===== config.mk =====
export PLATFORM = sky130hd
export DESIGN_NAME = mem_port_arbiter
export DESIGN_NICKNAME = d
export VERILOG_FILES = /design/src/rtl/riscv_pkg.sv /design/src/rtl/mem_port_arbiter.sv
export SDC_FILE = /design/constraint.sdc
export NUM_CORES = 1
export LEC_CHECK = 0
export ABC_AREA = 1
export BUFFER_PORTS_ARGS = -buffer_cell sky130_fd_sc_hd__buf_2
export CAP_MARGIN = 5
export CORE_AREA = 4 4 104 106
export CTS_CLUSTER_DIAMETER = 30
export DETAILED_ROUTE_END_ITERATION = 10
export DIE_AREA = 0 0 108 110
export GPL_TIMING_DRIVEN = 0
export PLACE_DENSITY = 0.52
export SYNTH_ARGS = -nofsm -noshare
export SYNTH_HDL_FRONTEND = slang
export SYNTH_SLANG_ARGS = --single-unit

===== constraint.sdc =====
create_clock -name clk -period 1.3 [get_ports clk]
set_clock_uncertainty 0.05 [all_clocks]
set_input_delay 0.065 -clock clk [delete_from_list [all_inputs] [get_ports clk]]
set_output_delay 0.065 -clock clk [all_outputs]
set_load 0.01 [all_outputs]

===== src/rtl/riscv_pkg.sv =====
// Shared types for the pipeline memory-port arbiter.
//   XLEN        : default address/data width
//   arb_state_t : arbiter FSM states
//   arb_owner_t : which port owns the outstanding memory slot
package riscv_pkg;

  localparam int unsigned XLEN = 32;

  typedef enum logic {
    ARB_IDLE = 1'b0,
    ARB_BUSY = 1'b1
  } arb_state_t;

  typedef enum logic {
    OWN_IF = 1'b0,
    OWN_DM = 1'b1
  } arb_owner_t;

endpackage


===== src/rtl/mem_port_arbiter.sv =====
// Shares one single-port instruction/data memory between fetch (IF) and the
// memory stage (DM). One transaction is outstanding at a time; its response
// arrives MEM_LATENCY cycles after accept. Data has priority, except that
// fetch wins once it has lost STARVE_LIMIT consecutive arbitrations.
//
// Ports:
//   clk, rst                       clock, synchronous active-high reset
//   if_req/if_addr/if_flush        fetch request, byte address, redirect
//   if_gnt/if_rvalid/if_rdata      fetch accept, response valid, data
//   dm_req/dm_we/dm_be/dm_addr/
//   dm_wdata                       data request (load/store)
//   dm_gnt/dm_rvalid/dm_rdata      data accept, response/ack valid, load data
//   mem_req/mem_we/mem_be/
//   mem_addr/mem_wdata             memory macro command (zero when idle)
//   mem_rdata                      memory read data, MEM_LATENCY after mem_req
module mem_port_arbiter
  import riscv_pkg::*;
#(
  parameter int unsigned XLEN         = riscv_pkg::XLEN,
  parameter int unsigned MEM_LATENCY  = 1,
  parameter int unsigned STARVE_LIMIT = 4
) (
  input  logic            clk,
  input  logic            rst,
  input  logic            if_req,
  input  logic [XLEN-1:0] if_addr,
  input  logic            if_flush,
  output logic            if_gnt,
  output logic            if_rvalid,
  output logic [XLEN-1:0] if_rdata,
  input  logic            dm_req,
  input  logic            dm_we,
  input  logic [3:0]      dm_be,
  input  logic [XLEN-1:0] dm_addr,
  input  logic [XLEN-1:0] dm_wdata,
  output logic            dm_gnt,
  output logic            dm_rvalid,
  output logic [XLEN-1:0] dm_rdata,
  output logic            mem_req,
  output logic            mem_we,
  output logic [3:0]      mem_be,
  output logic [XLEN-1:0] mem_addr,
  output logic [XLEN-1:0] mem_wdata,
  input  logic [XLEN-1:0] mem_rdata
);

  localparam int unsigned CNT_W = (MEM_LATENCY > 1) ? $clog2(MEM_LATENCY) : 1;
  localparam int unsigned SW    = $clog2(STARVE_LIMIT + 1);

  arb_state_t       state_q, state_d;
  arb_owner_t       owner_q, owner_d;
  logic [CNT_W-1:0] cnt_q,   cnt_d;
  logic [SW-1:0]    starve_q, starve_d;
  logic             we_q,    we_d;
  logic             kill_q,  kill_d;

  logic accept_opp;
  logic resp;

  // State register
  always_ff @(posedge clk) begin
    if (rst) begin
      state_q  <= ARB_IDLE;
      owner_q  <= OWN_IF;
      cnt_q    <= '0;
      starve_q <= '0;
      we_q     <= 1'b0;
      kill_q   <= 1'b0;
    end else begin
      state_q  <= state_d;
      owner_q  <= owner_d;
      cnt_q    <= cnt_d;
      starve_q <= starve_d;
      we_q     <= we_d;
      kill_q   <= kill_d;
    end
  end

  // Arbitration, memory command, response steering and next state
  always_comb begin
    state_d   = state_q;
    owner_d   = owner_q;
    cnt_d     = cnt_q;
    starve_d  = starve_q;
    we_d      = we_q;
    kill_d    = kill_q;
    if_gnt    = 1'b0;
    if_rvalid = 1'b0;
    if_rdata  = '0;
    dm_gnt    = 1'b0;
    dm_rvalid = 1'b0;
    dm_rdata  = '0;
    mem_req   = 1'b0;
    mem_we    = 1'b0;
    mem_be    = 4'h0;
    mem_addr  = '0;
    mem_wdata = '0;

    // Outputs stay quiet while reset is held
    resp       = !rst && (state_q == ARB_BUSY) && (cnt_q == '0);
    accept_opp = !rst && ((state_q == ARB_IDLE) || (cnt_q == '0));

    // Data first unless fetch is starved; a lone dm_req still wins
    if (accept_opp) begin
      if (dm_req && ((starve_q < SW'(STARVE_LIMIT)) || !if_req)) begin
        dm_gnt = 1'b1;
      end else if (if_req) begin
        if_gnt = 1'b1;
      end
    end

    // Response for the latched owner; a flushed fetch completes silently
    if (resp) begin
      if (owner_q == OWN_IF) begin
        if_rvalid = !kill_q && !if_flush;
        if_rdata  = if_rvalid ? mem_rdata : '0;
      end else begin
        dm_rvalid = 1'b1;
        dm_rdata  = we_q ? '0 : mem_rdata;
      end
    end

    if (dm_gnt) begin
      mem_req   = 1'b1;
      mem_we    = dm_we;
      mem_be    = dm_be;
      mem_addr  = dm_addr;
      mem_wdata = dm_wdata;
      owner_d   = OWN_DM;
      we_d      = dm_we;
      kill_d    = 1'b0;
      cnt_d     = CNT_W'(MEM_LATENCY - 1);
      state_d   = ARB_BUSY;
    end else if (if_gnt) begin
      mem_req   = 1'b1;
      mem_we    = 1'b0;
      mem_be    = 4'hF;
      mem_addr  = if_addr;
      owner_d   = OWN_IF;
      we_d      = 1'b0;
      kill_d    = if_flush;
      cnt_d     = CNT_W'(MEM_LATENCY - 1);
      state_d   = ARB_BUSY;
    end else if (resp) begin
      kill_d  = 1'b0;
      state_d = ARB_IDLE;
    end else if (state_q == ARB_BUSY) begin
      cnt_d = cnt_q - CNT_W'(1);
      if ((owner_q == OWN_IF) && if_flush) begin
        kill_d = 1'b1;
      end
    end

    // Count consecutive losses of a pending fetch to data
    if (!if_req || if_gnt) begin
      starve_d = '0;
    end else if (dm_gnt && (starve_q < SW'(STARVE_LIMIT))) begin
      starve_d = starve_q + SW'(1);
    end
  end

endmodule


Yosys cells after proc, flatten, opt, wreduce, memory -nomap -nowiden
Cells that the tools add are included.
- word-level logic and storage cells: 69
- bits in registers: 8
- input bits: 138
- output and inout port bits: 138
- add/sub/neg operators: 2
- reductions and logical operators: 23
- mux-type cells: 33
- bitwise gates (word level): 4
- $lt $le $gt $ge: 1
- operators by type and width (operator ; number):
    $mux 32 ; 9
    $mux 1 ; 22
    $reduce_bool 3->1 ; 3
    $mux 4 ; 2
    $logic_and 1x1->1 ; 7
    $logic_not 1->1 ; 4
    $not 1->1 ; 4
    $reduce_and 2->1 ; 2
    $reduce_or 2->1 ; 2
    $add 3x1->3 const B ; 1
    $logic_or 1x1->1 ; 3
    $lt 3x3->1 const B ; 1
    $reduce_or 3->1 ; 1
    $reduce_bool 2->1 ; 1
    $sub 1x1->1 const B ; 1

Longest topological paths before layout
Gate-level depths: netlist of the first run.
- depth after elaboration: 7
- mapped depth: 8
- mapped depth without buffers: 7

Least setup slack after synthesis of the first run
OpenSTA, ideal clock, no wires.
- kind: register to output
- start: register cnt_q
- end: output dm_rdata[10]
- setup slack: -0.006 ns
- cell stages (with the launch flop): 5
- arrival: 1.191 ns
- buffers on the path: 1
- data required time: 1.185 ns
- cells stage by stage: dfxtp_1 -> nor4_4 -> nand2_1 -> buf_2 -> nor2_1
- cells in the longest elaborated chain, start to end: 3
- ends and longest elaborated chain (element ; RTL line ; RTL):
    from (decl) ; mem_port_arbiter.sv:52 ; logic [CNT_W-1:0] cnt_q, cnt_d;
    from (signal assigned) ; mem_port_arbiter.sv:72 ; cnt_q <= cnt_d;
    $not 1->1 ; mem_port_arbiter.sv:100 ; resp = !rst && (state_q == ARB_BUSY) && (cnt_q == '0);
    $logic_and 1x1->1 ; mem_port_arbiter.sv:100 ;
    $mux 32 ; mem_port_arbiter.sv:113 ; if (resp) begin
    to (decl) ; mem_port_arbiter.sv:38 ; output logic [XLEN-1:0] dm_rdata,
No other way between the ends.

Worst setup path in the final report of the first run
- start: register cnt_q
- end: output if_rdata[5]
- cells in the longest elaborated chain, start to end: 3
- ends and longest elaborated chain (element ; RTL line ; RTL):
    $not 1->1 ; mem_port_arbiter.sv:100 ;
    $logic_and 1x1->1 ; mem_port_arbiter.sv:100 ;
    $mux 32 ; mem_port_arbiter.sv:113 ;
    to (decl) ; mem_port_arbiter.sv:30 ; output logic [XLEN-1:0] if_rdata,
No other way between the ends.

==> results of run 1 <==
## worst paths after layout
| kind | startpoint | end | slack [ps] | depth (start not counted) |
|---|---|---|---|---|
| worst max-delay path | cnt_q | if_rdata[5] | -310 | 7 |
| worst min-delay path | if_flush | kill_q | 70 | 3 |
| worst max register to register | state_q | starve_q[0] | 60 | 7 |
| worst min register to register | starve_q[1] | starve_q[1] | 420 | 2 |
## cells by family after synthesis
logic type / synth area share [%]
and+or+nand+nor: 59.2
buffers and inverters: 25.9
AOI/OAI and AO/OA: 3.79
DFF: 10.3
adders and majority gates: 0.806
## cell usage after synthesis (all sizes together)
| master | n |
|---|---|
| o21ai | 3 |
| nand3 | 6 |
| nor4 | 1 |
| inv | 77 |
| buf | 16 |
| o21bai | 1 |
| ha | 1 |
| or2 | 1 |
| a31oi | 1 |
| a21oi | 6 |
| nor3 | 1 |
| dfxtp | 8 |
| nand2 | 119 |
| nor2 | 102 |
## where the power goes
| group | switching [mW] | leakage (nW) | internal [mW] |
|---|---|---|---|
| registers | 0.0109 | 0.0674 | 0.257 |
| clock network | 0.101 | 0.0216 | 0.201 |
| logic | 0.475 | 2.45 | 0.430 |
## cell type report
type                    count  area share [%]
multi-input cells         243            32.5
plain buffers              16            4.91
well taps                 133            4.63
clock buffers               3            1.15
inverters                  77            8.25
flip-flops and latches      8            4.73
repair buffers            289            43.8
## worst register-to-register path, cell delays in order (launching register included)
cell     delay (ps)
dfxtp_4         350
nand2_2         120
nand2_4          80
nor2_4          120
buf_12          130
buf_6           130
nand3_1          70
a21oi_1         140
## repair_timing
item | in CTS | in global routing
setup endpoints to repair | 139 | 140
gates resized for setup | 53 | 48
endpoints found under the hold margin | 0 | 0
pin swaps | 7 | 4
buffers inserted | 8 | 2
gates cloned | 5 | 0
## through the flow
| step | total power [mW] | instances |
|---|---|---|
| after detailed placement | 1.05 | 751 |
| after floorplan | 0.628 | 343 |
| final | 1.47 | 769 |
| after CTS | 1.45 | 767 |
| after global placement | 1.04 | 751 |
| after global routing | 1.59 | 769 |
## sequential cells by signal, summed over array words and instances (netlist names)
name      cells
state_q       1
we_q          1
kill_q        1
starve_q      3
owner_q       1
cnt_q         1
## metal layers
layer	share of wire, %	vias to the layer above	global-route usage [%]
li1	-	1552	-
met1	35	1249	11.7
met2	53	159	26.8
met3	11	4	3.84
met4	0.77	0	2.25
met5	0	-	0
==> results.toml, run 1 <==
[sta]
finalCritPeriodShare_pct = 124
fin_ws_ps = -311
slew_headroom_pct = 83.4
hold_viol = 0
min_period_ps = 1610
report.final.slew_viol_count = 0
fin_setup_tns_ps = -26540
setup_viol = 134
worstMarginPinSlew_ps = 248
fmax_mhz = 621
hold_ws_ps = 65.4
grt_setup_unrepaired = "true"

[logic_synthesis]
synth_area_per_cell_sq_um = 4.53
yosys_warnings = 0
synthesis.nets = 482
synthTopCellsByArea = "nand2_1 (28%), nor2_1 (24%), inv_1 (18%), dfxtp_1 (10%), buf_2 (2.9%)"
yosysSeqAreaShare_pct = 10.3
yosysTopAreaCell = "nand2_1"
syn-cell-area_sq_um = 1550
synth_cell_types = 20
yosys_register_bits = 8
synth_top_area_share_pct = 27.8
syn_inst = 343

[clocking]
cts_root_buf = "clkbuf_8"
cts_tree = "done"
cts_buffers = 3
insertion_delay_ps = 230
cts.sinks = 8
clk_pin_slew_ps = 40
h-tree-depth = 1
cts_hold_buf = 0
clk_path_buf_depth = 2

[critical_path]
crit_arrival_ps = 1500
path_class = "reg2out"
critPathSlowestCell = "dfxtp_4"
cp.required_ps = 1190
endpoint_kind = "output port"
start_kind = "register"
critical-path-top-delay-family = "buffers and inverters"
cp_max_fo = 5
cp.buffers_inverters = 4
path_cells = "buf_4 > nor3_4 > buf_6 > nand2_8 > buf_6 > nor2_1 > buf_2"
cpMostUsedCell = "buf_6"
cpPeakStageDelay_ps = 350

[global_routing]
grt_pass1_vias = 2736
grt_overflow_total = 0
grt_pass1_wl_mm = 12.1
antenna_found_initial = 0
grt_max_degree = 11
track_usage_pct = 12.6

[place]
placed_area_sq_um = 3100
portBuffers = 275
place_ws_ps = -177
hpwl_mm = 7.46
place_congestion = 0.825

[layout]
diodes = 0
final_common_cell = "buf_2"
design_area_sq_um = 3590
syn2layout_area_growth_pct = 132
multi_input_area_sq_um = 1170
final_net_count = 777
drive_above_1_share_pct = 56.6
register_area_sq_um = 170
n_fill_cell = 1108
finalCoreUtilization_pct = 36.8
layout_common_cells = "buf_2 (264), nand2_1 (112), nor2_1 (73)"

[power]
leakagePower_nw = 2.54
p_per_area_nw_per_um2 = 410
irDropWorstVdd_uv = 328

[job]
cap_violations = 0

[drt]
wl_mm = 8.96
drc_errors = 0
vias = 2964
wl_per_cell_um = 11.7
postRouteAntennaNets = 0
drtIter0Drc = 69
viasPerCell = 3.85
firstDrtPassIters = 4

[floorplanning]
die_area_sq_um = 11900
rows = 36
io_pins = 276
die_w_um = 108
core_sq_um = 9770
start_util_pct = 15.9
fp.dieH_um = 110

[hold_path]
hold_class = "in2reg"

[status]
status = "complete, but fails checks"
violations = "negative setup slack"
(Power assumes the default switching activity.)
==> run 2: changes to the inputs <==
- clock period: 1.3 -> 1.85 ns (I/O delays scaled with it)
==> results.toml, run 2 (synthesis gave the netlist of run 1 again) <==
[floorplanning]
die_w_um = 108
die_area_sq_um = 11900
start_util_pct = 15.9
rows = 36
fp.dieH_um = 110
core_sq_um = 9770
io_pins = 276

[place]
place_congestion = 0.825
hpwl_mm = 7.46
place_ws_ps = 346
dp.cells = 751
portBuffers = 275

[power]
leakagePower_nw = 2.42
p_per_area_nw_per_um2 = 300
irDropWorstVdd_uv = 231

[clocking]
h-tree-depth = 1
clk_pin_slew_ps = 40
insertion_delay_ps = 230
postCtsSetupBuffers = 0
cts_root_buf = "clkbuf_8"
cts.sinks = 8
cts_tree = "done"
cts_buffers = 3
clk_path_buf_depth = 2

[critical_path]
critPathSlowestCell = "dfxtp_1"
cpPeakStageDelay_ps = 350
cp.buffers_inverters = 2
reg2reg_setup_slack_ps = 580
crit_arrival_ps = 1560
path_cells = "nand2_2 > nand2_4 > nor2_4 > buf_2 > nand2_1 > nand2_1 > buf_2"
endpoint_kind = "output port"
cp.required_ps = 1710
critical-path-top-delay-family = "simple AND/OR/NAND/NOR gates"
start_kind = "register"
cp_max_fo = 10
path_class = "reg2out"

[drt]
drc_errors = 0
postRouteAntennaNets = 0
vias = 2866
firstDrtPassIters = 4
drtIter0Drc = 106
viasPerCell = 3.80
wl_per_cell_um = 11.1
wl_mm = 8.36

[sta]
report.final.slew_viol_count = 0
worstMarginPinSlew_ps = 253
grt_setup_unrepaired = "false"
setup_viol = 0
slew_headroom_pct = 83.0
finalCritPeriodShare_pct = 92.0
fin_ws_ps = 148
hold_ws_ps = 82.2
fmax_mhz = 588
hold_viol = 0
fin_setup_tns_ps = 0
min_period_ps = 1700

[global_routing]
track_usage_pct = 11.9
antenna_found_initial = 0
grt_pass1_vias = 2597
grt_pass1_wl_mm = 11.4
grt_overflow_total = 0
grt_max_degree = 11

[status]
status = "finished clean"

[layout]
diodes = 0
multi_input_area_sq_um = 997
finalCoreUtilization_pct = 32.2
layout_common_cells = "buf_2 (284), nand2_1 (114), nor2_1 (101)"
largest_reg_flops = 3
register_area_sq_um = 160
n_fill_cell = 1149
top_register = "starve_q"
syn2layout_area_growth_pct = 102
drive_above_1_share_pct = 49.4
final_net_count = 762
final_common_cell = "buf_2"
finalNonFillerCells = 754

[job]
cap_violations = 0

[hold_path]
hold_class = "in2reg"
[run 2: changes by cell type in the layout (fill, tap and decap cells not counted), sizes merged]
cell,previous run,this run
nand2,120,119
buf,305,291
[run 2: cell type report]
type,count,share of cell area [%]
Clock buffer,3,1.31
Buffer,16,3.58
Sequential cell,8,5.10
Tap cell,133,5.29
Inverter,77,9.20
Multi-Input combinational cell,242,31.7
Timing Repair Buffer,275,43.8
[run 2: routing by layer]
layer	global-route usage, %	vias to the layer above	part of all wire, %
met4	1.80	0	0.44
met1	11.1	1187	35
met2	25.1	159	53
met3	3.90	2	12
met5	0	-	0
li1	-	1518	-
[run 2: report_power, final]
part / internal [mW] / switching [mW] / leakage [nW]
combinational: 0.249 / 0.293 / 2.33
clock: 0.141 / 0.0718 / 0.0216
sequential: 0.181 / 0.00581 / 0.0655
[run 2: stage by stage]
step	power, mW	area, sq um
after global routing	1.02	3140
after detailed placement	0.737	3100
after global placement	0.731	3100
after CTS	0.959	3140
after floorplan	0.441	1550
final	0.942	3140
[run 2: path summary, 6_finish.rpt]
path / startpoint / endpoint / depth (start not counted)
worst min register to register: starve_q[1] / starve_q[1] / 2
worst max register to register: cnt_q / starve_q[0] / 6
worst min-delay path: rst / we_q / 2
worst max-delay path: cnt_q / mem_addr[11] / 7
[run 2: repair_timing]
action	4_1_cts	5_1_grt
resized for setup	0	2
setup endpoints to repair	0	14
hold buffers	0	0
